## src/rtl/stepper_monitor_pkg.sv

```systemverilog
// Shared types and defaults for the stepper pulse monitor.
// Holds FSM state encoding and the default timing constants.
package stepper_monitor_pkg;

  typedef enum logic [1:0] {
    IDLE    = 2'd0,
    MEASURE = 2'd1,
    STUCK   = 2'd2
  } mon_state_e;

  localparam int unsigned MIN_PULSE_WIDTH_DEF = 256;
  localparam int unsigned STUCK_TIMEOUT_DEF   = 4000000;

endpackage

```

## src/rtl/sync_edge_detect.sv

```systemverilog
// Multi-flop synchronizer with rise/fall strobes on the synced level.
// Edges are held off until a genuine low has been seen after reset.
module sync_edge_detect #(
  parameter int unsigned g_Stages = 2
) (
  input  logic clk,
  input  logic rst_n,
  input  logic d_i,
  output logic level_o,
  output logic rise_o,
  output logic fall_o
);

  logic [g_Stages-1:0] sync_q;
  logic [g_Stages-1:0] vld_q;
  logic                prev_q;
  logic                armed_q;
  logic                armed_d;
  logic                level;
  logic                vld;

  if (g_Stages < 1) begin : g_stage_chk
    $error("g_Stages must be at least 1");
  end

  assign level = sync_q[g_Stages-1];
  assign vld   = vld_q[g_Stages-1];

  // A line already high when reset releases must not look like an edge
  assign armed_d = armed_q | (vld & ~level);

  // Synchronizer chain, fill tracker and edge history
  always_ff @(posedge clk or negedge rst_n) begin
    if (!rst_n) begin
      sync_q  <= '0;
      vld_q   <= '0;
      prev_q  <= 1'b0;
      armed_q <= 1'b0;
    end else begin
      sync_q  <= (sync_q << 1) | g_Stages'(d_i);
      vld_q   <= (vld_q << 1) | g_Stages'(1'b1);
      prev_q  <= level;
      armed_q <= armed_d;
    end
  end

  assign level_o = level;
  assign rise_o  = armed_q & level & ~prev_q;
  assign fall_o  = armed_q & ~level & prev_q;

endmodule

```

## src/rtl/stepper_pulse_monitor.sv

```systemverilog
// Step/dir receiver: validates pulse widths, integrates position.
// Stuck-high detection is built when STEPPER_MONITOR_STUCK_EN is defined.
module stepper_pulse_monitor
  import stepper_monitor_pkg::*;
#(
  parameter int unsigned g_MinPulseWidth = MIN_PULSE_WIDTH_DEF,
  parameter int unsigned g_WidthCntBits  = 16,
  parameter int unsigned g_PositionBits  = 32,
  parameter int unsigned g_GlitchCntBits = 16,
  parameter int unsigned g_SyncStages    = 2,
  parameter int unsigned g_StuckTimeout  = STUCK_TIMEOUT_DEF
) (
  input  logic                       clk,
  input  logic                       rst_n,
  input  logic                       step_i,
  input  logic                       dir_i,
  input  logic                       clear_i,
  output logic [g_PositionBits-1:0]  position_o,
  output logic                       step_ok_o,
  output logic                       glitch_o,
  output logic [g_GlitchCntBits-1:0] glitch_cnt_o,
  output logic                       dir_err_o,
  output logic [g_WidthCntBits-1:0]  last_width_o,
  output logic                       busy_o,
  output logic                       stuck_o
);

  localparam logic [g_WidthCntBits-1:0] WIDTH_MAX = '1;
  localparam logic [g_WidthCntBits-1:0] MIN_W =
    g_WidthCntBits'(g_MinPulseWidth);
  localparam logic [g_GlitchCntBits-1:0] GCNT_MAX = '1;

  if (longint'(g_MinPulseWidth) >= (longint'(1) << g_WidthCntBits))
  begin : g_min_width_chk
    $error("g_MinPulseWidth does not fit in g_WidthCntBits");
  end

  if (g_StuckTimeout == 0) begin : g_timeout_chk
    $error("g_StuckTimeout must be non-zero");
  end

  if (g_PositionBits < 2) begin : g_pos_chk
    $error("g_PositionBits must be at least 2");
  end

  logic step_s;
  logic step_rise;
  logic step_fall;
  logic dir_s;
  logic dir_rise;
  logic dir_fall;
  logic dir_chg;

  mon_state_e                 state_q, state_d;
  logic [g_WidthCntBits-1:0]  width_q, width_d;
  logic [g_WidthCntBits-1:0]  width_inc;
  logic                       dir_lat_q, dir_lat_d;
  logic [g_PositionBits-1:0]  position_q, position_d;
  logic [g_PositionBits-1:0]  pos_step;
  logic [g_GlitchCntBits-1:0] glitch_cnt_q, glitch_cnt_d;
  logic [g_WidthCntBits-1:0]  last_width_q, last_width_d;
  logic                       step_ok_q, step_ok_d;
  logic                       glitch_q, glitch_d;
  logic                       dir_err_q, dir_err_d;

`ifdef STEPPER_MONITOR_STUCK_EN
  localparam int unsigned TMO_W = $clog2(g_StuckTimeout + 1);
  localparam logic [TMO_W-1:0] TMO_END = TMO_W'(g_StuckTimeout);

  logic [TMO_W-1:0] tmo_q, tmo_d;
  logic             stuck_q, stuck_d;
`endif

  sync_edge_detect #(
    .g_Stages (g_SyncStages)
  ) u_step_sync (
    .clk     (clk),
    .rst_n   (rst_n),
    .d_i     (step_i),
    .level_o (step_s),
    .rise_o  (step_rise),
    .fall_o  (step_fall)
  );

  sync_edge_detect #(
    .g_Stages (g_SyncStages)
  ) u_dir_sync (
    .clk     (clk),
    .rst_n   (rst_n),
    .d_i     (dir_i),
    .level_o (dir_s),
    .rise_o  (dir_rise),
    .fall_o  (dir_fall)
  );

  assign dir_chg = (dir_s != dir_lat_q) | dir_rise | dir_fall;

  assign width_inc = (width_q == WIDTH_MAX) ?
                     width_q : width_q + 1'b1;

  // +1 for positive direction, all-ones (-1) for negative
  assign pos_step = {{(g_PositionBits-1){~dir_lat_q}}, 1'b1};

  // Next-state and datapath update; clear overrides counter updates
  always_comb begin
    state_d      = state_q;
    width_d      = width_q;
    dir_lat_d    = dir_lat_q;
    position_d   = position_q;
    glitch_cnt_d = glitch_cnt_q;
    last_width_d = last_width_q;
    step_ok_d    = 1'b0;
    glitch_d     = 1'b0;
    dir_err_d    = dir_err_q;
`ifdef STEPPER_MONITOR_STUCK_EN
    tmo_d        = tmo_q;
    stuck_d      = stuck_q;
`endif

    unique case (state_q)
      IDLE: begin
        if (step_rise) begin
          state_d   = MEASURE;
          width_d   = g_WidthCntBits'(1);
          dir_lat_d = dir_s;
`ifdef STEPPER_MONITOR_STUCK_EN
          tmo_d     = TMO_W'(1);
`endif
        end
      end

      MEASURE: begin
        if (dir_chg) begin
          dir_err_d = 1'b1;
        end
        if (step_fall) begin
          state_d      = IDLE;
          last_width_d = width_q;
          if (width_q >= MIN_W) begin
            step_ok_d  = 1'b1;
            position_d = position_q + pos_step;
          end else begin
            glitch_d = 1'b1;
            if (glitch_cnt_q != GCNT_MAX) begin
              glitch_cnt_d = glitch_cnt_q + 1'b1;
            end
          end
        end else begin
          width_d = width_inc;
`ifdef STEPPER_MONITOR_STUCK_EN
          if (tmo_q == TMO_END) begin
            state_d = STUCK;
            stuck_d = 1'b1;
          end else begin
            tmo_d = tmo_q + 1'b1;
          end
`endif
        end
      end

`ifdef STEPPER_MONITOR_STUCK_EN
      STUCK: begin
        width_d = width_inc;
        if (step_fall) begin
          state_d      = IDLE;
          last_width_d = WIDTH_MAX;
        end
      end
`endif

      default: begin
        state_d = IDLE;
      end
    endcase

    if (clear_i) begin
      position_d   = '0;
      glitch_cnt_d = '0;
      dir_err_d    = 1'b0;
`ifdef STEPPER_MONITOR_STUCK_EN
      stuck_d      = 1'b0;
`endif
    end
  end

  // State and result registers
  always_ff @(posedge clk or negedge rst_n) begin
    if (!rst_n) begin
      state_q      <= IDLE;
      width_q      <= '0;
      dir_lat_q    <= 1'b0;
      position_q   <= '0;
      glitch_cnt_q <= '0;
      last_width_q <= '0;
      step_ok_q    <= 1'b0;
      glitch_q     <= 1'b0;
      dir_err_q    <= 1'b0;
`ifdef STEPPER_MONITOR_STUCK_EN
      tmo_q        <= '0;
      stuck_q      <= 1'b0;
`endif
    end else begin
      state_q      <= state_d;
      width_q      <= width_d;
      dir_lat_q    <= dir_lat_d;
      position_q   <= position_d;
      glitch_cnt_q <= glitch_cnt_d;
      last_width_q <= last_width_d;
      step_ok_q    <= step_ok_d;
      glitch_q     <= glitch_d;
      dir_err_q    <= dir_err_d;
`ifdef STEPPER_MONITOR_STUCK_EN
      tmo_q        <= tmo_d;
      stuck_q      <= stuck_d;
`endif
    end
  end

  assign position_o   = position_q;
  assign step_ok_o    = step_ok_q;
  assign glitch_o     = glitch_q;
  assign glitch_cnt_o = glitch_cnt_q;
  assign dir_err_o    = dir_err_q;
  assign last_width_o = last_width_q;
  assign busy_o       = (state_q != IDLE);

`ifdef STEPPER_MONITOR_STUCK_EN
  assign stuck_o = stuck_q;
`else
  assign stuck_o = 1'b0;
`endif

endmodule
```

## config.mk

```make
export PLATFORM = sky130hd
export DESIGN_NAME = stepper_pulse_monitor
export DESIGN_NICKNAME = d
export VERILOG_FILES = /design/src/rtl/stepper_monitor_pkg.sv /design/src/rtl/sync_edge_detect.sv /design/src/rtl/stepper_pulse_monitor.sv
export SDC_FILE = /design/constraint.sdc
export NUM_CORES = 1
export LEC_CHECK = 0
export ABC_CLOCK_PERIOD_IN_PS = 4600
export BUFFER_PORTS_ARGS = -buffer_cell sky130_fd_sc_hd__buf_2
export CORE_UTILIZATION = 40
export DETAILED_ROUTE_END_ITERATION = 7
export GPL_TIMING_DRIVEN = 0
export MAX_ROUTING_LAYER = met4
export PLACE_DENSITY = 0.59
export SKIP_CTS_REPAIR_TIMING = 1
export SLEW_MARGIN = 20
export SYNTH_ARGS = -nofsm -noshare
export SYNTH_HDL_FRONTEND = slang
export SYNTH_SLANG_ARGS = --single-unit
```

## constraint.sdc

```tcl
create_clock -name clk -period 4.6 [get_ports clk]
set_input_delay 0.23 -clock clk [delete_from_list [all_inputs] [get_ports clk]]
set_output_delay 0.23 -clock clk [all_outputs]
set_load 0.05 [all_outputs]
```

==> run_results.csv <==
group,metric,value,unit
finish,mostFrequentLayoutCell,"dfrtp_1",
route,viasPerCell,5.46,
route,vias,4835,
power,vdd_ir_drop_max,0.000241,V
cts,clock_latency,0.35,ns
run_status,status,"complete, no violations",
sta,drv_slew,0,
sta,finalSetupViolations,0,
synthesis,async_flop_share,100,%
power,total_power,2.13,mW
route,drt.antenna.violating_nets,0,
synthesis,synthCells,615,
cts,clock_path_buffers,2,
global_routing,antenna_found_initial,0,
cts,cts_sinks,95,
sta,worst_pin_slew,0.671,ns
setup_path,arrival,3.89,ns
finish,multiInputGateArea,0.00314,mm2
finish,regArea,0.00238,mm2
route,wl_per_cell,15.8,um
placed_design,place_congestion,1.00,
synthesis,synth_area,0.00568,mm2
cts,root_buffer,"clkbuf_16",
sta,relSlewSlack,55.2,%
synthesis,synth-edff-count,0,
cts,cts_max_level,3,
sta,clock.fmax,0.272,GHz
die,io_pins,74,
finish,fin_nets,740,
die,die-width,121,um
sta,rsz0062_at_grt,"false",
power,p_per_area,322,mW/mm2
sta,whs,0.327,ns
synthesis,synth.distinct_cells,65,
setup_path,crit_path_start_kind,"flop",
synthesis,ys.warnings.count,0,
synthesis,ys_ff_latch,95,
global_routing,grtUsageTotal,20.9,%
finish,nFillCells,1339,
synthesis,avgSynthCellArea,9.24,um2
finish,stdcell_count,886,
placed_design,place.detailed.hpwl,10300,um
sta,fin_tns_setup,0,ns
setup_path,r2r_slack,0.92,ns
synthesis,yosys_most_used_dff,"dfrtp_1",
route,wl,14000,um
cts,path_clk_slew,0.07,ns
setup_path,endpoint_kind,"flop",
die,rows,43,
die,dieArea,0.0147,mm2
synthesis,syn_nets,654,
die,start_util,41.0,%
finish,drive_gt1_share,17.6,%
sta,skew,0.00927,ns
synthesis,synth-seq-area-share,41.8,%
setup_path,critPathMaxFanout,33,
global_routing,grt_pass1_wl,23300,um
route,drtIter0Drc,266,
placed_design,placed_cells,867,
die,dieHeight,121,um
sta,period_minus_slack,3.68,ns
finish,n_antenna_cell,0,
route,drc,0,
sta,hold_viol,0,
run,maxCapViolCount,0,
setup_path,cp.required,4.81,ns
cts,numCtsBuffers,9,
finish,area_growth,16.2,%
die,coreArea,0.0139,mm2
worst_hold_path,hold_path.class,"in -> async",
global_routing,grt_pass1_vias,4752,
setup_path,worstSetupPathType,"reg -> reg",
placed_design,port_buffers,71,
route,dr.pass1.iters,5,
sta,period_share,80.0,%
finish,mostFrequentLayoutCells,"dfrtp_1, nand2_1, buf_2",
power,p_leak,3.20,nW
global_routing,grt-ovfl-total,0,
cts,cts_tree,"yes",
global_routing,grt_max_degree,65,
==> state kept, by name, indices dropped and copies added (netlist names), 2 cells and up <==
signal              flops
u_step_sync.sync_q      2
glitch_cnt_o           16
position_o             32
u_dir_sync.vld_q        2
last_width_o           16
u_dir_sync.sync_q       2
width_q                16
==> cells in the mapped netlist, types with 15 or more instances <==
cell type | number | area share [%]
dfrtp_1 | 95 | 42
nand2_1 | 83 | 5.5
nor2_1 | 57 | 3.8
a21oi_1 | 50 | 4.4
xor2_1 | 34 | 5.2
ha_1 | 33 | 7.3
o21ai_0 | 29 | 2.6
nand3_1 | 26 | 2.3
xnor2_1 | 19 | 2.9
inv_1 | 16 | 1.1
clkbuf_1 | 15 | 0.99
mux2_2 | 15 | 3.0
==> path summary, 6_finish.rpt <==
| kind | cells after the start | end | start |
|---|---|---|---|
| worst min-delay path | 2 | position_o[9]$_DFFE_PN0P_ | rst_n |
| min in group clk | 0 | u_dir_sync.sync_q[1]$_DFF_PN0_ | u_dir_sync.sync_q[0]$_DFF_PN0_ |
| worst max register to register | 9 | position_o[30]$_DFFE_PN0P_ | dir_lat_q$_DFFE_PN0P_ |
| worst max-delay path | 9 | position_o[30]$_DFFE_PN0P_ | dir_lat_q$_DFFE_PN0P_ |
| worst min register to register | 0 | u_dir_sync.sync_q[1]$_DFF_PN0_ | u_dir_sync.sync_q[0]$_DFF_PN0_ |
| max in group asynchronous | 3 | width_q[5]$_DFFE_PN0P_ | rst_n |
==> cells by family (layout without fill, tap and decap cells) <==
family                   Yosys count  after routing  share of synthesized area, %
AO/OA/AOI/OAI                    148            148                          17.2
XOR/XNOR                          53             53                          8.17
adder cells (fa/ha/maj)           34             34                          7.62
buffers and inverters             41            132                          2.93
flip-flops                        95             95                          41.8
multiplexers                      17             17                          3.32
other                              2              2                         0.132
AND/OR/NAND/NOR                  225            225                          18.8
==> layer usage <==
layer,vias up,global-route usage [%],wire [um]
met1,2316,25.9,6400
met2,126,34.0,6770
li1,2368,-,-
met4,0,8.64,301
met3,25,3.15,560
met5,-,-,0
==> metrics by stage <==
step / area [um2] / setup WS [ns] / util (%)
2_1_floorplan: 5680 / 1.49 / -
3_3_place_gp: 6260 / 0.548 / 45.1
3_5_place_dp: 6300 / 1.00 / 45.4
4_1_cts: 6580 / 0.990 / 47.4
5_1_grt: 6610 / 0.731 / 47.6
6_report: 6610 / 0.921 / 47.6
==> power breakdown <==
group / internal, mW / switching [mW] / total [mW]
clock network: 0.373 / 0.348 / 0.721
registers: 0.873 / 0.0362 / 0.909
logic: 0.151 / 0.347 / 0.498
==> cell type report <==
type	count	share of cell area, %
clock buffer	9	3.41
sequential	95	36.0
tap	180	3.41
inverter	17	0.966
multi-input combinational	479	47.5
clock inverter	7	0.814
timing repair buffer	75	6.34
buffer	24	1.55
==> critical path, cell delays in order (launching register included) <==
cell	delay, ns
dfrtp_1	0.43
inv_2	0.52
ha_1	0.35
clkbuf_1	0.17
a21o_1	0.23
a221oi_2	0.46
o21ai_0	0.33
o2111ai_1	0.43
a21oi_1	0.17
o311ai_0	0.43
(Power assumes the default switching activity.)
